$ cat src/rtl/delay_responder_pkg.sv
// delay_responder_pkg: shared types and helpers for the delay_responder block.
// Stage records carry a full MAX_TAG_W tag field. Narrower tags are zero-extended
// on entry, and the unused upper bits are constant zero.
package delay_responder_pkg;

    localparam int MAX_DELAY = 16;
    localparam int MAX_TAG_W = 16;

    typedef struct packed {
        logic                 vld;
        logic [MAX_TAG_W-1:0] tag;
    } rsp_stage_t;

    function automatic int cnt_w(input int d);
        return $clog2(d + 1);
    endfunction

endpackage

$ cat src/rtl/rsp_shift_stage.sv
// rsp_shift_stage: one slot of the response delay line.
// Each stage is a registered {vld, tag} record. The record is cleared by a
// synchronous active-low reset, or by 'clr', which the top drives with flush
// for every stage except the head.
module rsp_shift_stage
    import delay_responder_pkg::*;
(
    input  logic       clk,
    input  logic       rst_n,
    input  logic       clr,
    input  rsp_stage_t d,
    output rsp_stage_t q
);

    rsp_stage_t stage_d;
    rsp_stage_t stage_q;

    // Next stage value: take the upstream record unless this stage is being flushed
    always_comb begin
        stage_d = d;
        if (clr) begin
            stage_d = '0;
        end
    end

    // Stage register with synchronous active-low reset
    always_ff @(posedge clk) begin
        if (!rst_n) begin
            stage_q <= '0;
        end else begin
            stage_q <= stage_d;
        end
    end

    assign q = stage_q;

endmodule

$ cat src/rtl/delay_responder.sv
// delay_responder: responder side of the overlapped check valid |-> (a ##DELAY b).
// A request is valid && a at a posedge. It travels through DELAY stages and
// appears on b/b_tag so that it is sampled exactly DELAY edges later.
// Optional build macro: DELAY_RESPONDER_SVA_EN. It embeds the response
// assertion, a back-to-back cover and an outstanding-range check. RTL behaviour
// is the same with or without the macro.
module delay_responder
    import delay_responder_pkg::*;
#(
    parameter int DELAY = 3,
    parameter int TAG_W = 4
) (
    input  logic                       clk,
    input  logic                       rst_n,
    input  logic                       valid,
    input  logic                       a,
    input  logic [TAG_W-1:0]           a_tag,
    input  logic                       flush,
    output logic                       b,
    output logic [TAG_W-1:0]           b_tag,
    output logic [$clog2(DELAY+1)-1:0] outstanding,
    output logic                       busy
);

    localparam int CNT_W = cnt_w(DELAY);

    logic             accept;
    logic             issue;
    rsp_stage_t       head_d;
    rsp_stage_t       stage_out [DELAY];
    logic [CNT_W-1:0] outstanding_d;
    logic [CNT_W-1:0] outstanding_q;
    logic             unused_tag_bits;

    assign accept = valid && a;
    assign issue  = stage_out[DELAY-1].vld;

    // Head record: an accepted request with its tag, otherwise a bubble with tag 0
    always_comb begin
        head_d = '0;
        if (accept) begin
            head_d.vld = 1'b1;
            head_d.tag = MAX_TAG_W'(a_tag);
        end
    end

    // Delay line. The head always loads, so a request that arrives with a flush
    // survives. Later stages are cleared by flush.
    for (genvar i = 0; i < DELAY; i++) begin : g_stage
        if (i == 0) begin : g_head
            rsp_shift_stage u_stage (
                .clk   (clk),
                .rst_n (rst_n),
                .clr   (1'b0),
                .d     (head_d),
                .q     (stage_out[i])
            );
        end else begin : g_body
            rsp_shift_stage u_stage (
                .clk   (clk),
                .rst_n (rst_n),
                .clr   (flush),
                .d     (stage_out[i-1]),
                .q     (stage_out[i])
            );
        end
    end

    // Outstanding count tracks the number of valid stages. A flush leaves only
    // the request accepted on that edge.
    always_comb begin
        outstanding_d = outstanding_q;
        if (flush) begin
            outstanding_d = CNT_W'(accept);
        end else if (accept && !issue) begin
            outstanding_d = outstanding_q + CNT_W'(1);
        end else if (!accept && issue) begin
            outstanding_d = outstanding_q - CNT_W'(1);
        end
    end

    // Outstanding register with synchronous active-low reset
    always_ff @(posedge clk) begin
        if (!rst_n) begin
            outstanding_q <= '0;
        end else begin
            outstanding_q <= outstanding_d;
        end
    end

    assign b               = stage_out[DELAY-1].vld;
    assign b_tag           = stage_out[DELAY-1].tag[TAG_W-1:0];
    assign outstanding     = outstanding_q;
    assign busy            = (outstanding_q != '0);
    assign unused_tag_bits = ^stage_out[DELAY-1].tag;

`ifdef DELAY_RESPONDER_SVA_EN
    property p_response;
        @(posedge clk) disable iff (!rst_n || flush)
            (valid && a) |-> ##DELAY b;
    endproperty

    a_response : assert property (p_response)
        else $error("delay_responder: missing response at %0t for tag %0h",
                    $time, $past(a_tag, DELAY));

    c_back_to_back : cover property (
        @(posedge clk) disable iff (!rst_n)
            (valid && a) ##1 (valid && a));

    // The occupancy can never exceed the number of stages
    always @(posedge clk) begin
        if (rst_n) begin
            a_outstanding_range : assert (outstanding_q <= CNT_W'(DELAY))
                else $error("delay_responder: outstanding %0d above DELAY at %0t (tag %0h)",
                            outstanding_q, $time, b_tag);
        end
    end
`else
`endif

endmodule

$ cat config.mk
export PLATFORM = sky130hd
export DESIGN_NAME = delay_responder
export DESIGN_NICKNAME = d
export VERILOG_FILES = /design/src/rtl/delay_responder_pkg.sv /design/src/rtl/rsp_shift_stage.sv /design/src/rtl/delay_responder.sv
export SDC_FILE = /design/constraint.sdc
export NUM_CORES = 1
export LEC_CHECK = 0
export CORE_AREA = 10 10 47 49
export CTS_CLUSTER_SIZE = 10
export DETAILED_ROUTE_END_ITERATION = 16
export DIE_AREA = 0 0 57 59
export GPL_TIMING_DRIVEN = 1
export PLACE_DENSITY = 0.71
export SYNTH_ARGS = -nofsm -noshare
export SYNTH_HDL_FRONTEND = slang
export SYNTH_SLANG_ARGS = --single-unit
$ cat constraint.sdc
create_clock -name clk -period 2.3 [get_ports clk]
set_input_delay 0.345 -clock clk [delete_from_list [all_inputs] [get_ports clk]]
set_output_delay 0.345 -clock clk [all_outputs]
set_load 0.03 [all_outputs]
# Word level (Yosys, flattened, before mapping)
# Index checks and enable logic that the tools add are counted.
[totals] register_bits=17 input_bits=9 out_inout_bits=8 wordCells=25
[op_classes] n_addsub=2 mux=4 bitwise_logic=1 n_reduce_logical=10
[op_table] operator="17-bit two-way mux" n=1
[op_table] operator="2-bit two-way mux" n=2
[op_table] operator="2-bit nonzero test" n=2
[op_table] operator="1-bit logical AND" n=3
[op_table] operator="3-bit nonzero test" n=1
[op_table] operator="2-bit by 1-bit adder with 2-bit output, second input constant" n=1
[op_table] operator="1-bit zero test" n=2
[op_table] operator="2-bit AND reduction" n=1
[op_table] operator="2-bit OR reduction" n=1
[op_table] operator="2-bit by 1-bit subtractor with 2-bit output, second input constant" n=1
[op_table] operator="1-bit two-way mux" n=1
[op_table] operator="1-bit NOT" n=1

# Logic depth before layout (Yosys ltp)
[depth] ltp_word=6 ltp_mapped=6 ltp_nobuf=6

# By module
# From an unflattened synthesis, not the netlist that was laid out.
[hier_totals] hier_cells=130 hier_area_um2=1731.7
[modules_own_cells] module="rsp_shift_stage" instances=3 cells_per_inst=36 area_each_um2=520.5 seq_area_each_um2=340.3
[modules_own_cells] module="delay_responder" instances=1 cells_per_inst=22 area_each_um2=170.2 seq_area_each_um2=40.0

# Worst setup path before layout
# OpenSTA, ideal clock, no wires.
[synth_timing] kind="register to register" from="register g_stage[2].g_body.u_stage.stage_q (netlist bit g_stage[2].g_body.u_stage.q[16])" to="register outstanding_q[1], in the netlist outstanding[1]" setup_time_ps=70 arrival_ps=1365 required_ps=2230 setup_slack_ps=865 stages_incl_launch_ff=6 n_path_buf=0 synth_period_minus_slack_ps=1435 cell_sequence="dfxtp_1 inv_1 ha_1 xor2_1 or3_1 a21boi_1"
[synth_via] elab_chain_len=3 word_cells_on_any_way=5 classes_between="1 x mux; 4 x reduce/logical"
[synth_lines] item="from (decl)" line_no="rsp_shift_stage.sv:16" source="rsp_stage_t stage_q;"
[synth_lines] item="from (signal assigned)" line_no="rsp_shift_stage.sv:31" source="stage_q <= stage_d;"
[synth_lines] item="1-bit zero test" line_no="delay_responder.sv:75" source="end else if (accept && !issue) begin"
[synth_lines] item="1-bit logical AND" line_no="delay_responder.sv:75"
[synth_lines] item="2-bit two-way mux / 2-bit nonzero test (equally long branches)"
[synth_lines] item="to (signal assigned)" line_no="delay_responder.sv:87" source="outstanding_q <= outstanding_d;"
[synth_lines] item="to (decl)" line_no="delay_responder.sv:32" source="logic [CNT_W-1:0] outstanding_q;"
# Several ways; a longest one is shown, not always the timed one.
# A chain may end at the register's enable or synchronous reset.

# Worst setup path in the final report
[layout_timing] from="register outstanding_q[0], in the netlist outstanding[0]" to="output busy"
[layout_via] elab_chain_len=1
[layout_lines] item="2-bit nonzero test" line_no="delay_responder.sv:94" source="assign busy = (outstanding_q != '0);"
[layout_lines] item="to (decl)" line_no="delay_responder.sv:22" source="output logic busy"
# No other way between the ends.

==> flow_summary.yaml <==
run_status:
  outcome: "completed"
placed_design:
  port_buffers: 16
  place.gp.congestion: 0.639
  dp_cells: 78
  place_ws_ns: 0.520
synth:
  synth_edf_count: 0
  yosys.cell_count.top_type: "dfxtp_1"
  synth-async-reset-ratio_pct: 0
  syn_area_per_cell_um2: 11.2
  synthCells: 48
  synthesis.nets: 59
  synth_top_area_share_pct: 63.1
  yosys-top-cells-count: "17 x dfxtp_1, 14 x and2_1, 2 x clkbuf_1, 2 x ha_1, 2 x inv_1"
  ys_ff_latch: 17
  synth.cell_area_um2: 539
  ys.warnings.count: 0
  ys_seq_area_share_pct: 63.1
  yosysTopAreaCell: "dfxtp_1"
  synth.area.top_cells: "dfxtp_1 63%, and2_1 16%, ha_1 4.6%, o22a_1 1.6%, xnor2_1 1.6%"
  ys.flop_type: "dfxtp_1"
  yosys.cell_types.count: 16
finish:
  fillers: 141
  nNetsFinal: 78
  syn2layout_area_growth_pct: 36.9
  drive_gt1_share_pct: 4.55
  instances_no_fill: 82
  multi_input_area_um2: 184
  register_area_um2: 340
  num_antenna_cells: 0
routing:
  drt_iter0_drc: 3
  drc: 0
  vias: 336
  drt_pass1_iterations: 3
  postRouteAntennaNets: 0
  wl_um: 836
  wl_per_cell_um: 10.2
  via_per_inst: 4.10
die:
  rows: 14
  dieHeight_um: 59
  core_area_um2: 1400
  initial_core_util_pct: 38.5
  die_w_um: 57
  fp.dieArea_um2: 3360
  io_pins: 17
sta:
  slew_headroom_pct: 61.9
  min_period_over_period_pct: 79.1
  rsz0062_at_grt: "no"
  fin_tns_setup_ns: 0
  finalSetupViolCount: 0
  fin_ws_ns: 0.480
  tightest_slew_ns: 0.570
  fin_crit_ns: 1.82
  fmax_ghz: 0.549
  slew_violations: 0
  clock_skew_ns: 0.00250
  hold_violations: 0
pwr:
  ir_worst_vdd_mv: 0.351
  netSwitchingPower_w: 0.000110
  switching_share_pct: 21.8
  p_comb_share_pct: 9.8
  pwr-share-clk_pct: 30.3
  internal-power_w: 0.000396
  seqPwrFrac_pct: 59.9
  power_density_nw_per_um2: 685
  p_leak_nw: 0.308
global_routing:
  grt_antenna_before_repair: 0
  overflow: 0
  grt_pass1_wl_um: 1500
  gr-usage-all-layers_pct: 5.88
  grt_max_degree: 13
  grt_pass1_vias: 342
flow_run:
  cap_violations: 0
hold_path:
  hold_class: "reg2reg"
setup_path:
  start_kind: "flop"
  crit_arrival_ns: 1.47
  required_ns: 1.96
  critPathKind: "reg2out"
  crit_path_end_kind: "output pin"
  path_max_fanout: 4
clocking:
  cts.clk_slew.worst_paths_ns: 0.09
  holdBufCountCts: 0
  root_buffer: "clkbuf_4"
  cts_made_buffers: 3
  cts_resized: 0
  htree_num_levels: 1
  cts_tree: "yes"
  cts_setup_buffers: 0
  clk_latency_ns: 0.29
  cts_buffer_depth: 2
  clock_sinks: 17
==> cell type report <==
cell class / count / share of cell area [%]
Sequential cell: 17 / 46.1
Multi-Input combinational cell: 27 / 24.9
Tap cell: 16 / 2.71
Timing Repair Buffer: 16 / 21.7
Inverter: 2 / 1.02
Clock buffer: 4 / 3.56
==> final timing paths <==
path / start / slack [ns] / cells after the start / endpoint
max: outstanding[0] / 0.48 / 2 / busy
min: g_stage[1].g_body.u_stage.q[3] / 0.43 / 1 / g_stage[2].g_body.u_stage.q[3]
max reg2reg: g_stage[2].g_body.u_stage.q[16] / 1.02 / 5 / outstanding[1]
min reg2reg: g_stage[1].g_body.u_stage.q[3] / 0.43 / 1 / g_stage[2].g_body.u_stage.q[3]
==> logic make-up (layout without fill, tap and decap cells) <==
family,Yosys count,in the layout,synth area share [%]
adder cells (fa/ha/maj),2,2,4.64
XOR/XNOR,2,2,3.25
AND/OR/NAND/NOR,20,20,22.3
flip-flops,17,17,63.1
AO/OA/AOI/OAI,3,3,3.94
buffers and inverters,4,22,2.79
==> sequential cells by signal, summed over array words and instances (netlist names) <==
signal	flops
g_stage.g_head.u_stage.q	5
g_stage.g_body.u_stage.q	10
outstanding	2
==> layer usage <==
metal  vias to the layer above  part of all wire, %  track usage (%)  wire, um
li1                        183                    -                -         -
met1                       139                   41             6.08       345
met2                        12                   46             8.22       385
met3                         2                   10             4.29        85
met4                         0                  2.3             4.03        19
met5                         -                    0                0         0
==> layout by cell type (no fill, tap or decap), drive strengths merged <==
cell	synthesis	layout
nor2	1	1
and2	14	14
xor2	1	1
or3	1	1
nor2b	1	1
and3	1	1
o22a	1	1
clkbuf	2	4
clkdlybuf4s50	0	16
or2	1	1
ha	2	2
xnor2	1	1
nand2	1	1
dfxtp	17	17
o21ai	1	1
inv	2	2
a21boi	1	1
==> worst max-delay path, stage by stage, from the launching register on <==
cell	delay [ns]
dfxtp_1	0.41
or2_1	0.12
clkdlybuf4s50_1	0.66
==> per-stage QoR <==
step	hold slack, ns	instance area (um^2)	util [%]	total power [W]
detailed placement	0.410	712	50.8	0.000360
CTS	0.433	738	52.7	0.000516
global route	0.442	738	52.7	0.000538
finish	0.430	738	52.7	0.000506
floorplan	0.406	539	-	0.000335
global placement	0.409	712	50.8	0.000359
==> power by group through the flow <==
stage / registers [W] / logic [W] / clock network [W]
3_3_place_gp: 0.000310 / 0.0000494 / 0
3_5_place_dp: 0.000310 / 0.0000502 / 0
4_1_cts: 0.000303 / 0.0000504 / 0.000162
2_1_floorplan: 0.000315 / 0.0000204 / 0
5_1_grt: 0.000304 / 0.0000546 / 0.000179
6_report: 0.000303 / 0.0000496 / 0.000153
Power figures use the tool's default switching activity.
